**config.mk**
```make
export PLATFORM = sky130hd
export DESIGN_NAME = multicycle_ctrl_flat
export DESIGN_NICKNAME = d
export VERILOG_FILES = /design/src/rtl/multicycle_ctrl_if.sv /design/src/rtl/multicycle_ctrl.sv /design/src/flat_wrapper.sv
export SDC_FILE = /design/constraint.sdc
export NUM_CORES = 1
export LEC_CHECK = 0
export BUFFER_PORTS_ARGS = -buffer_cell sky130_fd_sc_hd__buf_2
export CAP_MARGIN = 20
export CORE_MARGIN = 3
export CORE_UTILIZATION = 35
export CTS_BUF_LIST = sky130_fd_sc_hd__clkbuf_8
export DETAILED_ROUTE_END_ITERATION = 6
export GPL_TIMING_DRIVEN = 0
export PLACE_DENSITY_LB_ADDON = 0.25
export SETUP_SLACK_MARGIN = 0.3
export SLEW_MARGIN = 10
export SYNTH_ARGS = -nofsm -noshare
export SYNTH_HDL_FRONTEND = slang
export SYNTH_SLANG_ARGS = --single-unit
```
**constraint.sdc**
```tcl
create_clock -name clk -period 5.23 [get_ports clk]
set_input_delay 1.046 -clock clk [delete_from_list [all_inputs] [get_ports clk]]
set_output_delay 1.046 -clock clk [all_outputs]
set_load 0.1 [all_outputs]
```
**src/rtl/multicycle_ctrl_if.sv**
```systemverilog
// multicycle_ctrl_if: control/handshake bundle between the multi-cycle controller and its datapath
// master (controller): drives fetch/data requests, write enables, mux selects, status
// slave  (datapath/memories): drives run, opcode, zf and the two memory acks
interface multicycle_ctrl_if #(parameter int CNT_W = 32);
   logic             run;
   logic [5:0]       opcode;
   logic             zf;
   logic             imem_req;
   logic             imem_ack;
   logic             dmem_req;
   logic             dmem_we;
   logic             dmem_ack;
   logic             ir_we;
   logic             pc_we;
   logic [1:0]       pc_src;
   logic             alu_b_sel;
   logic             reg_we;
   logic             wb_sel;
   logic [2:0]       state;
   logic [CNT_W-1:0] instr_count;
   logic             halted;
   logic             bus_err;
   modport master (
      input  run, opcode, zf, imem_ack, dmem_ack,
      output imem_req, dmem_req, dmem_we, ir_we, pc_we, pc_src, alu_b_sel,
             reg_we, wb_sel, state, instr_count, halted, bus_err
   );
   modport slave (
      output run, opcode, zf, imem_ack, dmem_ack,
      input  imem_req, dmem_req, dmem_we, ir_we, pc_we, pc_src, alu_b_sel,
             reg_we, wb_sel, state, instr_count, halted, bus_err
   );
endinterface

```
**src/rtl/multicycle_ctrl.sv**
```systemverilog
// multicycle_ctrl: FSM sequencing a shared multi-cycle CPU datapath
// clk      rising-edge clock
// rst_n    asynchronous active-low reset
// bus      multicycle_ctrl_if.master: run/opcode/zf/acks in; memory requests,
//          write enables, mux selects, state, retired count, halted, bus_err out
module multicycle_ctrl #(
   parameter logic [5:0] OP_LW      = 6'b100011,
   parameter logic [5:0] OP_SW      = 6'b101011,
   parameter logic [5:0] OP_BEQ     = 6'b000100,
   parameter logic [5:0] OP_J       = 6'b000010,
   parameter logic [5:0] OP_HALT    = 6'b111111,
   parameter int         WAIT_LIMIT = 16,
   parameter int         CNT_W      = 32
) (
   input  logic               clk,
   input  logic               rst_n,
   multicycle_ctrl_if.master  bus
);
   localparam int WW = (WAIT_LIMIT > 2) ? $clog2(WAIT_LIMIT) : 1;
   localparam logic [WW-1:0] LAST = WW'(WAIT_LIMIT - 1);
   typedef enum logic [2:0] {
      IDLE = 3'd0, FETCH = 3'd1, DECODE = 3'd2, EXEC = 3'd3,
      MEM = 3'd4, WB = 3'd5, HALT = 3'd6
   } state_t;
   state_t           st;
   state_t           nxt_ret;
   logic [WW-1:0]    wcnt;
   logic [CNT_W-1:0] cnt;
   logic             err;
   logic             is_lw, is_sw, is_beq, is_j, is_halt;
   assign is_lw   = bus.opcode == OP_LW;
   assign is_sw   = bus.opcode == OP_SW;
   assign is_beq  = bus.opcode == OP_BEQ;
   assign is_j    = bus.opcode == OP_J;
   assign is_halt = bus.opcode == OP_HALT;
   // instruction boundary: keep going or park in IDLE
   assign nxt_ret = bus.run ? FETCH : IDLE;
   always_ff @(posedge clk or negedge rst_n) begin
      if (!rst_n) begin
         st   <= IDLE;
         wcnt <= '0;
         cnt  <= '0;
         err  <= 1'b0;
      end else begin
         if (bus.pc_we) cnt <= cnt + CNT_W'(1);
         // wait counter only runs while a request is outstanding
         wcnt <= '0;
         case (st)
            IDLE:   st <= bus.run ? FETCH : IDLE;
            FETCH:
               if (bus.imem_ack) st <= DECODE;
               else if (wcnt == LAST) begin
                  err <= 1'b1;
                  st  <= HALT;
               end else wcnt <= wcnt + WW'(1);
            DECODE: st <= is_halt ? HALT : is_j ? nxt_ret : EXEC;
            EXEC:   st <= is_beq ? nxt_ret : (is_lw || is_sw) ? MEM : WB;
            MEM:
               if (bus.dmem_ack) st <= is_sw ? nxt_ret : WB;
               else if (wcnt == LAST) begin
                  err <= 1'b1;
                  st  <= HALT;
               end else wcnt <= wcnt + WW'(1);
            WB:     st <= nxt_ret;
            default: st <= HALT;
         endcase
      end
   end
   always_comb begin
      bus.imem_req  = st == FETCH;
      bus.ir_we     = st == FETCH && bus.imem_ack;
      bus.dmem_req  = st == MEM;
      bus.dmem_we   = st == MEM && is_sw;
      bus.alu_b_sel = st == MEM || (st == EXEC && (is_lw || is_sw));
      bus.reg_we    = st == WB;
      bus.wb_sel    = st == WB && is_lw;
      bus.pc_we     = (st == DECODE && is_j) || (st == EXEC && is_beq) ||
                      (st == MEM && bus.dmem_ack && is_sw) || st == WB;
      bus.pc_src    = (st == DECODE && is_j) ? 2'd2 :
                      (st == EXEC && is_beq && bus.zf) ? 2'd1 : 2'd0;
      bus.state       = st;
      bus.instr_count = cnt;
      bus.halted      = st == HALT;
      bus.bus_err     = err;
   end
endmodule

```
**src/flat_wrapper.sv**
```systemverilog
// flat-port wrapper written by rule: the top's interface ports become plain ports
module multicycle_ctrl_flat 
#(
   parameter logic [5:0] OP_LW      = 6'b100011,
   parameter logic [5:0] OP_SW      = 6'b101011,
   parameter logic [5:0] OP_BEQ     = 6'b000100,
   parameter logic [5:0] OP_J       = 6'b000010,
   parameter logic [5:0] OP_HALT    = 6'b111111,
   parameter int         WAIT_LIMIT = 16,
   parameter int         CNT_W      = 32
)
  (clk, rst_n, bus_run, bus_opcode, bus_zf, bus_imem_ack, bus_dmem_ack, bus_imem_req, bus_dmem_req, bus_dmem_we, bus_ir_we, bus_pc_we, bus_pc_src, bus_alu_b_sel, bus_reg_we, bus_wb_sel, bus_state, bus_instr_count, bus_halted, bus_bus_err);
  multicycle_ctrl_if #(.CNT_W(CNT_W)) bus_i ();
  input  logic clk;
  input  logic rst_n;
  input wire logic [$bits(bus_i.run)-1:0] bus_run;
  input wire logic [$bits(bus_i.opcode)-1:0] bus_opcode;
  input wire logic [$bits(bus_i.zf)-1:0] bus_zf;
  input wire logic [$bits(bus_i.imem_ack)-1:0] bus_imem_ack;
  input wire logic [$bits(bus_i.dmem_ack)-1:0] bus_dmem_ack;
  output wire logic [$bits(bus_i.imem_req)-1:0] bus_imem_req;
  output wire logic [$bits(bus_i.dmem_req)-1:0] bus_dmem_req;
  output wire logic [$bits(bus_i.dmem_we)-1:0] bus_dmem_we;
  output wire logic [$bits(bus_i.ir_we)-1:0] bus_ir_we;
  output wire logic [$bits(bus_i.pc_we)-1:0] bus_pc_we;
  output wire logic [$bits(bus_i.pc_src)-1:0] bus_pc_src;
  output wire logic [$bits(bus_i.alu_b_sel)-1:0] bus_alu_b_sel;
  output wire logic [$bits(bus_i.reg_we)-1:0] bus_reg_we;
  output wire logic [$bits(bus_i.wb_sel)-1:0] bus_wb_sel;
  output wire logic [$bits(bus_i.state)-1:0] bus_state;
  output wire logic [$bits(bus_i.instr_count)-1:0] bus_instr_count;
  output wire logic [$bits(bus_i.halted)-1:0] bus_halted;
  output wire logic [$bits(bus_i.bus_err)-1:0] bus_bus_err;
  assign bus_i.run = bus_run;
  assign bus_i.opcode = bus_opcode;
  assign bus_i.zf = bus_zf;
  assign bus_i.imem_ack = bus_imem_ack;
  assign bus_i.dmem_ack = bus_dmem_ack;
  assign bus_imem_req = bus_i.imem_req;
  assign bus_dmem_req = bus_i.dmem_req;
  assign bus_dmem_we = bus_i.dmem_we;
  assign bus_ir_we = bus_i.ir_we;
  assign bus_pc_we = bus_i.pc_we;
  assign bus_pc_src = bus_i.pc_src;
  assign bus_alu_b_sel = bus_i.alu_b_sel;
  assign bus_reg_we = bus_i.reg_we;
  assign bus_wb_sel = bus_i.wb_sel;
  assign bus_state = bus_i.state;
  assign bus_instr_count = bus_i.instr_count;
  assign bus_halted = bus_i.halted;
  assign bus_bus_err = bus_i.bus_err;
  multicycle_ctrl #(.OP_LW(OP_LW), .OP_SW(OP_SW), .OP_BEQ(OP_BEQ), .OP_J(OP_J), .OP_HALT(OP_HALT), .WAIT_LIMIT(WAIT_LIMIT), .CNT_W(CNT_W)) u_core (.clk(clk), .rst_n(rst_n), .bus(bus_i));
endmodule
```
# Word-level counts from Yosys, hierarchy flattened
# Index checks and enable logic that the tools add are counted.
dict set report classes {
  n_bitwise 0
  muxes 20
  n_div 0
  order_cmp 0
  n_eq_ne 14
  n_addsub 2
  mul 0
  n_reduce_logical 18
  n_shift 0
}
# cell n
set ops {}
lappend ops {{$add A32 B1 Y32 const B} 1}
lappend ops {{$mux W3} 7}
lappend ops {{$eq A6 B6 Y1 const B} 3}
lappend ops {{$pmux W3 S5} 1}
lappend ops {{$mux W4} 3}
lappend ops {{$eq A3 B3 Y1 const B} 3}
lappend ops {{$logic_and A1 B1 Y1} 9}
lappend ops {{$pmux W4 S2} 1}
lappend ops {{$eq A3 B2 Y1 const B} 2}
lappend ops {{$eq A6 B2 Y1 const B} 1}
lappend ops {{$eq A6 B3 Y1 const B} 1}
lappend ops {{$mux W1} 6}
lappend ops {{$logic_or A1 B1 Y1} 5}
lappend ops {{$add A4 B1 Y4 const B} 1}
lappend ops {{$eq A4 B4 Y1 const B} 1}
lappend ops {{$ne A2 B2 Y1 const B} 2}
lappend ops {{$eq A3 B1 Y1 const B} 1}
lappend ops {{$logic_not A3 Y1} 1}
lappend ops {{$reduce_and A3 Y1} 1}
lappend ops {{$mux W2} 1}
lappend ops {{$pmux W1 S2} 1}
lappend ops {{$reduce_bool A2 Y1} 1}
lappend ops {{$reduce_or A2 Y1} 1}
dict set report word_totals {
  romBits 0
  inputBits 12
  latchBits 0
  mem_bits_rw 0
  register_bits 40
  memories 0
}

# Depth between registers and ports, before layout
# Gate-level depths: netlist of the first run.
dict set report logic_depth {
  word_depth 5
  mapped_depth 8
}

# Worst setup path before layout of the first run
# OpenSTA, ideal clock, no wires.
dict set report synth_path {
  kind {input to output}
  from {input port bus_opcode[0]}
  to {output port bus_pc_src[1]}
  path_stages 3
  t_arrival_ns 4.436
  path_buffers 0
  path_slack_ns -0.252
  cell_sequence {nor4_1 nand3b_1 nor4_1}
}
dict set report synth_between {
  elab_chain_cells 3
}
# element line
set synth_lines {}
lappend synth_lines {{start, declared} flat_wrapper.sv:17} ;# input wire logic [$bits(bus_i.opcode)-1:0] bus_opcode;
lappend synth_lines {{$eq A6 B2 Y1} multicycle_ctrl.sv:34} ;# assign is_j = bus.opcode == OP_J;
lappend synth_lines {{$logic_and A1 B1 Y1} multicycle_ctrl.sv:79} ;# bus.pc_src = (st == DECODE && is_j) ? 2'd2 :
lappend synth_lines {{$mux W2} multicycle_ctrl.sv:79}
lappend synth_lines {{end, declared} flat_wrapper.sv:26} ;# output wire logic [$bits(bus_i.pc_src)-1:0] bus_pc_src;
# No other way between the ends.

# Worst setup path after layout of the first run
dict set report layout_path {
  from {input port bus_opcode[1]}
  to {output port bus_pc_we}
}
dict set report layout_between {
  elab_chain_cells 5
}
# element line
set layout_lines {}
lappend layout_lines {{$eq A6 B2 Y1 or $eq A6 B3 Y1 (tied branches)} {multicycle_ctrl.sv:34, multicycle_ctrl.sv:33}}
lappend layout_lines {{$logic_and A1 B1 Y1} multicycle_ctrl.sv:77} ;# bus.pc_we = (st == DECODE && is_j) || (st == EXEC && is_beq) ||
lappend layout_lines {{$logic_or A1 B1 Y1} multicycle_ctrl.sv:77}
lappend layout_lines {{$logic_or A1 B1 Y1 *} multicycle_ctrl.sv:77}
lappend layout_lines {{$logic_or A1 B1 Y1 *} multicycle_ctrl.sv:78} ;# (st == MEM && bus.dmem_ack && is_sw) || st == WB;
lappend layout_lines {{end, declared} flat_wrapper.sv:25} ;# output wire logic [$bits(bus_i.pc_we)-1:0] bus_pc_we;
# Mark *: on every way between the ends. The rest lies on a longest branch, timed or not.

==> results of run 1 <==
-- kinds of logic (layout without fill, tap and decap cells) --
group / after synthesis / count (layout) / synth area share (%)
XOR/XNOR: 32 / 32 / 12.7
adder cells (fa/ha/maj): 2 / 2 / 1.14
AO/OA/AOI/OAI: 19 / 19 / 6.19
buffers and inverters: 23 / 89 / 6.02
flip-flops: 40 / 40 / 45.4
multiplexers: 1 / 1 / 0.511
AND/OR/NAND/NOR: 105 / 105 / 28.0
-- area by class of cell --
type / count / area, sq um / area share, %
flip-flops and latches: 40 / 1000 / 37.1
clock buffers: 5 / 68.8 / 2.55
repair buffers: 58 / 290 / 10.7
multi-input cells: 159 / 1080 / 39.8
well taps: 75 / 93.8 / 3.47
clock inverters: 3 / 38.8 / 1.44
inverters: 15 / 56.3 / 2.08
plain buffers: 8 / 76.3 / 2.83
-- layer usage --
layer	wire, microns	GRT usage (%)
met4	96	5.32
met5	0	0
met2	2110	21.3
met1	2430	20.5
met3	353	3.59
-- state kept, by name (all words and copies together), names as in the netlist --
name	flops
u_core.wcnt	4
u_core.bus.instr_count	32
u_core.bus.state	3
u_core.bus.bus_err	1
-- through the flow --
stage	std cells	hold WS (ns)	worst slack, ns
final	363	0.464	1.40
after global routing	363	0.489	1.30
after CTS	363	0.472	1.41
after detailed placement	355	0.459	1.41
after global placement	355	0.454	1.45
after floorplan	222	0.467	0.463
-- placed cells by master (no fill, tap or decap), drive strengths merged, types with 2 or more instances in the layout --
cell / n
nand2: 12
and2: 2
o211ai: 3
nor3: 15
or4: 2
inv: 16
xor2: 23
nor4b: 3
xnor2: 9
nand2b: 2
nand3b: 2
o21ai: 4
nor2: 20
nand4: 6
clkbuf: 6
nand3: 15
or2: 3
and3: 4
dfrtp: 40
nor3b: 2
a31oi: 2
buf: 65
nor4: 12
ha: 2
-- worst min path at each step --
stage	from	endpoint	slack [ns]
6_report	u_core.bus.instr_count[31]	u_core.bus.instr_count[31]	0.46
5_1_grt	u_core.bus.instr_count[31]	u_core.bus.instr_count[31]	0.49
4_1_cts	u_core.bus.instr_count[31]	u_core.bus.instr_count[31]	0.47
3_5_place_dp	u_core.bus.instr_count[31]	u_core.bus.instr_count[31]	0.46
3_3_place_gp	u_core.bus.instr_count[31]	u_core.bus.instr_count[31]	0.45
2_1_floorplan	u_core.wcnt[0]	u_core.wcnt[0]	0.47
-- critical path: stages --
cell	delay (ns)
sky130_fd_sc_hd__buf_2	0.12
sky130_fd_sc_hd__nand4_1	0.11
sky130_fd_sc_hd__or4_1	0.53
sky130_fd_sc_hd__and3_2	0.24
sky130_fd_sc_hd__buf_2	0.17
sky130_fd_sc_hd__inv_1	0.12
sky130_fd_sc_hd__buf_2	0.45
-- power by group --
group,switching (uW),leakage [uW],internal [uW]
Clock,108,0.0000593,140
Sequential,47.5,0.000436,353
Combinational,616,0.000618,153
==> results summary, run 1 <==
The flow ran to the end, and the final reports show no timing, DRC or antenna violations. The aggregate global-route resource usage came out at 14.4%. The maximum root-to-sink buffer count came out at 2. Detailed routing inserted a total of 1875 vias. In the synthesized netlist, the number of instances is 222. Clock tree synthesis selected as its root buffer the cell sky130_fd_sc_hd__clkbuf_8. The H-tree generated during clock tree synthesis spans 2 levels. Each instance of the synthesized netlist takes up on average 9.93 sq um.

In this run the static leakage power is 0.00111 uW. The final-stage net count came out at 301. The final number of setup-violating endpoints is 0. Post-CTS timing repair inserted 0 buffers for setup. The startpoint identified for the worst register-to-register timing path is u_core.bus.state[1]. The count of different cell masters after synthesis came out at 46. After synthesis, the share of flip-flops with an asynchronous set or reset is 100%.

After synthesis, the most frequently instantiated cells are 40 x sky130_fd_sc_hd__dfrtp_1, 23 x sky130_fd_sc_hd__xor2_1, 20 x sky130_fd_sc_hd__nor2_1, 15 x sky130_fd_sc_hd__inv_1, 15 x sky130_fd_sc_hd__nand3_1. Setup repair after global routing left no endpoint under its margin. The headroom to the max-slew limit is 40.4%. The sum of internal, switching and leakage power came out at 1420 uW.

With fillers left out, the area of the finished cells amounts to 2700 sq um. The final cycle utilization of the critical path came out at 73.3%. In this run the standard cell core region covers 6030 sq um. The worst setup path is of the input port to primary output kind. The setup total negative slack is 0 ns. After synthesis the cells add up to 2200 sq um. The layout overhead on the synthesized area came out at 22.6%. The quantity of gates resized following cts is 0. For the pin with the worst max-slew slack, the measured transition is 0.895 ns.

The overall die area is 7280 sq um. The power density over the cells is 525 nW/um^2. The final cell utilization of the core came out at 44.8%. Dividing the detail-routed wire length by the instance count gives 13.7 microns.

The worst-case IR drop observed on VDD is 0.436 mV. Counting cells, the worst reg-to-reg path comes to 7. The worst path needs 3.83 ns of the cycle, external delays included.

The top achievable clock speed came out at 261 MHz. For this run, the register share of the synthesized area comes to 45.4%. The worst setup path is launched from an input port.

In the post-synthesis netlist, the cell with the most instances is sky130_fd_sc_hd__dfrtp_1. The detailed placer's ending HPWL came out at 3.65 mm. The prevailing post-synth register cell is sky130_fd_sc_hd__dfrtp_1.

After global routing the overflow that remains totals 0. 0 antenna diodes ended up in the layout. The die span in x came out at 85.3 microns. Synthesis inferred 40 register bits. The peak fanout along the critical path is 8. TritonCTS built the clock tree. The first detailed-routing pass took 4 iterations. Entering global routing, the biggest net connects 41 pins. In this run, CTS created clock tree buffers numbering 5.

The worst register-to-register path ends at u_core.bus.instr_count[22]. The post-route clock skew is 0.00593 ns. Data on the critical path is required at its endpoint by 4.18 ns. The min-delay analysis places its worst path in the category flip-flop to flip-flop. The endpoint class of the critical path is a primary output. The hold-fix buffer count after cts came out at 0. The clock latency reported for the late side of the worst-skew pair is 0.30 ns.

The DRC violation count after routing is 0. Ranked by total cell area, the synthesized netlist is headed by sky130_fd_sc_hd__dfrtp_1 45%, sky130_fd_sc_hd__xor2_1 9.1%, sky130_fd_sc_hd__xnor2_1 3.6%, sky130_fd_sc_hd__nand3_1 3.4%, sky130_fd_sc_hd__nor2_1 3.4%. During synthesis, Yosys emitted a total of 0 warnings. Cells with a size suffix above 1 make up 29.9% of the layout. For the worst setup path, the data arrival time is 2.79 ns. The number of vias per cell is 5.17. The number of nets in the synthesized netlist is 236. Row generation in the floorplan step produced 28 rows.

The setup slack on the worst flop-to-flop path is 2.88 ns. In this run the worst setup path terminates at bus_pc_we. After clock tree synthesis, the clock-pin slew on the worst setup and hold paths is 0.07 ns. The via count of the first global-routing pass came out at 1755. The number of cells on the worst hold path is 1. The initial antenna violation count came out at 0. The share of the synthesized area in the top cell type is 45.4%. The count of endpoints failing hold in the final timing report came out at 0. The most critical setup path has its startpoint at bus_opcode[1]. The final-report max-slew violation count is 0.

The port buffer count is 58. The final estimated routing congestion in global placement came out at 0.864. The first routing iteration left 111 violations.

The die boundary height came out at 85.3 microns. The first global-routing pass estimated 8.47 mm of wire. The placement-stage cell area came out at 2590 sq um. The clock sink count is 40. The count of flip-flops with a built-in enable after synthesis came out at 0.

59 I/O pins were placed. The number of nets with antenna violations after detailed routing is 0. The number of fillers in the final layout is 604. Max-cap violations in this run came to 0. The total wire length after detailed routing is 4.99 mm. The initial utilization of the core area, before any placement, comes to 36.6%. sky130_fd_sc_hd__dfrtp_1 takes more of the synthesized area than any other cell.
No activity file was read; power rests on OpenSTA's default activity.
==> run 2: changes to the inputs <==
clock period = 3.3 ns   (was 5.23 ns; I/O delays follow)
==> run 2 against run 1 <==
Compared with the run above: clock power is 43% higher; final cell count is the same; flip-flop and latch count unchanged; critical path depth stayed put; die area did not move; highest routed layer unchanged; design area is 2.4% higher; combinational power increased by 64%; global-route usage rose by 0.14 points; critical endpoint unchanged.
==> results summary, run 2 (synthesis results as in run 1) <==
The die span in x is 85.3 microns (unchanged). The worst setup path is of the flip-flop to primary output kind. The total wire length after detailed routing came out at 5.12 mm (+2.7%).

The floorplan core area is 6030 sq um (unchanged). The number of DRC violations after detailed-routing iteration 0 is 94 (-15%). The initial core utilization came out at 36.6% (unchanged). The root buffer cell is sky130_fd_sc_hd__clkbuf_8. The overall die area is 7280 sq um (unchanged). The actual transition at the worst max-transition pin came out at 0.900 ns (+0.00553 ns). The maximum root-to-sink buffer count is 2 (unchanged). The path class of the tightest hold or removal check is flip-flop to flip-flop.

The sum of internal, switching and leakage power is 2250 uW (+59%). The largest net degree at the start of global routing came out at 41 (unchanged). The DRC violation count after routing is 0 (unchanged). The maximum ir drop on the vdd rail came out at 0.829 mV (+90%). The flip-flop count of the largest register, all copies and words added came out at 32 (unchanged). STA classifies the critical path startpoint as a flip-flop. The length of the first detailed-routing pass in iterations came to 4 (unchanged).

The detailed placer's ending HPWL is 3.73 mm (+2.3%). The sum of overflow across all layers after global routing is 0 (unchanged). The clock buffer count from CTS came out at 5 (unchanged). The hold-fix buffer count after cts is 0 (unchanged).

The run finished with clean final reports. The number of rows in the core area came out at 28 (unchanged). The top achievable clock speed is 349 MHz. The number of maximum-capacitance constraint violations is 0 (unchanged). The post-route clock skew came to 0.00901 ns (+0.00307 ns). The final estimated routing congestion in global placement came out at 0.868 (+0.43%).

The clock sink count came out at 40 (unchanged). The via count of the first global-routing pass came out at 1770 (+0.85%). The antenna diode count was 0 (unchanged). The critical path data arrival time is 2.21 ns (-0.58 ns). The initial antenna violation count came out at 0 (unchanged).

The count of endpoints failing hold in the final timing report came to 0 (unchanged). STA classifies the critical path endpoint as a primary output. The clock period minus final worst setup slack came out at 2.87 ns.

The fraction of power consumed by sequential logic is 28.3% (about the same). The required time reported for the critical path endpoint came to 2.64 ns (-1.54 ns). The final cycle utilization of the critical path came out at 86.9%. The number of top-level pins is 59 (unchanged). The library cells used most frequently in the layout, excluding fill and tap cells, are 57 x sky130_fd_sc_hd__buf_2, 37 x sky130_fd_sc_hd__dfrtp_1, 23 x sky130_fd_sc_hd__xor2_1.

The port buffer count came to 58 (unchanged). The part of the total power dissipated in combinational logic came out at 56.0% (+1.7 points). The wire length of the first global-routing pass came out at 8.54 mm (+0.73%). The switching power is 1240 uW (+60%).

The proportion of layout cells with a drive suffix above 1 is 34.0% (+4.2 points). The power density over the cells is 814 nW/um^2 (+55%). The number of vias per cell came out at 5.13 (-0.69%). The cell internal power dissipation came out at 1010 uW (+57%). The final-report max-slew violation count came out at 0 (unchanged). The clock latency reported for the late side of the worst-skew pair came out at 0.29 ns (about the same). The final-stage net count came out at 301 (unchanged). The area growth from synthesis to layout is 25.6%. Setup repair after global routing could not meet its margin everywhere.

The clock-pin slew of the registers on the worst-case setup and hold paths is 0.08 ns (about the same). The count of vias placed by the detailed router is 1862 (-0.69%). The number of nets with antenna violations after detailed routing came out at 0 (unchanged). The worst hold margin came to 0.467 ns (+0.00318 ns).

Leaving out fill and tap cells, the most frequent cell in the layout is sky130_fd_sc_hd__buf_2. The fraction of power consumed by the clock network came to 15.7% (-1.8 points). TritonCTS built the clock tree. The CTS H-tree depth is 2 (unchanged). The setup total negative slack is 0 ns (unchanged). The final number of setup-violating endpoints came out at 0 (unchanged). The routed wirelength normalized by instance count came out at 14.1 microns (+2.7%). The aggregate global-route resource usage is 14.6% (+0.14 points).

The switching power as a share of total power came out at 55.0% (+0.50 points). The peak fanout along the critical path came out at 10 (+2). The headroom to the max-slew limit is 40.0% (-0.37 points).

The final cell utilization of the core is 45.9% (+1.1 points). The standby leakage power came out at 0.00111 uW (about the same). The die boundary height came to 85.3 microns (unchanged).
## run 2: cell type report
cell class	count	area, sq um
inverters	15	63.8
multi-input cells	159	1120
fillers	603	3260
clock buffers	7	96.3
well taps	75	93.8
clock inverters	1	3.75
repair buffers	58	308
plain buffers	8	76.3
flip-flops and latches	40	1000
## run 2: metrics by stage
stage	instances	area, sq um	worst slack (ns)
6_report	363	2770	0.432
5_1_grt	363	2770	0.293
4_1_cts	363	2750	0.309
3_5_place_dp	355	2650	0.215
3_3_place_gp	355	2650	0.248
2_1_floorplan	222	2260	0.190
## run 2: worst paths after layout
path / slack (ns) / endpoint / cells after the start / start
setup / recovery: 0.43 / bus_pc_we / 7 / u_core.bus.state[1]
hold / removal: 0.47 / u_core.bus.instr_count[31] / 1 / u_core.bus.instr_count[31]
setup reg to reg: 0.91 / u_core.bus.instr_count[26] / 6 / u_core.bus.state[1]
hold reg to reg: 0.47 / u_core.bus.instr_count[31] / 1 / u_core.bus.instr_count[31]
max in group asynchronous: 2.19 / u_core.bus.state[2] / 1 / rst_n
min in group asynchronous: 0.50 / u_core.wcnt[2] / 1 / rst_n
## run 2: worst max-delay path, cell delays in order, from the launching register on
cell                         delay [ns]
sky130_fd_sc_hd__dfrtp_2           0.41
sky130_fd_sc_hd__buf_6             0.14
sky130_fd_sc_hd__nand4bb_1         0.22
sky130_fd_sc_hd__or4_4             0.44
sky130_fd_sc_hd__and3_2            0.22
sky130_fd_sc_hd__buf_2             0.18
sky130_fd_sc_hd__clkinvlp_4        0.13
sky130_fd_sc_hd__buf_12            0.18
## run 2: power groups by stage
stage / clock (uW) / sequential [uW] / combinational [uW]
floorplan: 0 / 1080 / 609
global placement: 0 / 644 / 1250
detailed placement: 0 / 648 / 1250
CTS: 367 / 637 / 1260
global route: 393 / 652 / 1340
finish: 354 / 636 / 1260
## run 2: layer usage
metal,global-route usage (%),wire (microns)
met1,20.7,2540
met2,22.0,2300
met3,3.30,229
met4,4.75,46
met5,0,0
## run 2: repair_timing
action	4_1_cts	5_1_grt
gates resized for setup	1	5
setup endpoints to repair	1	2
buffers inserted	0	0
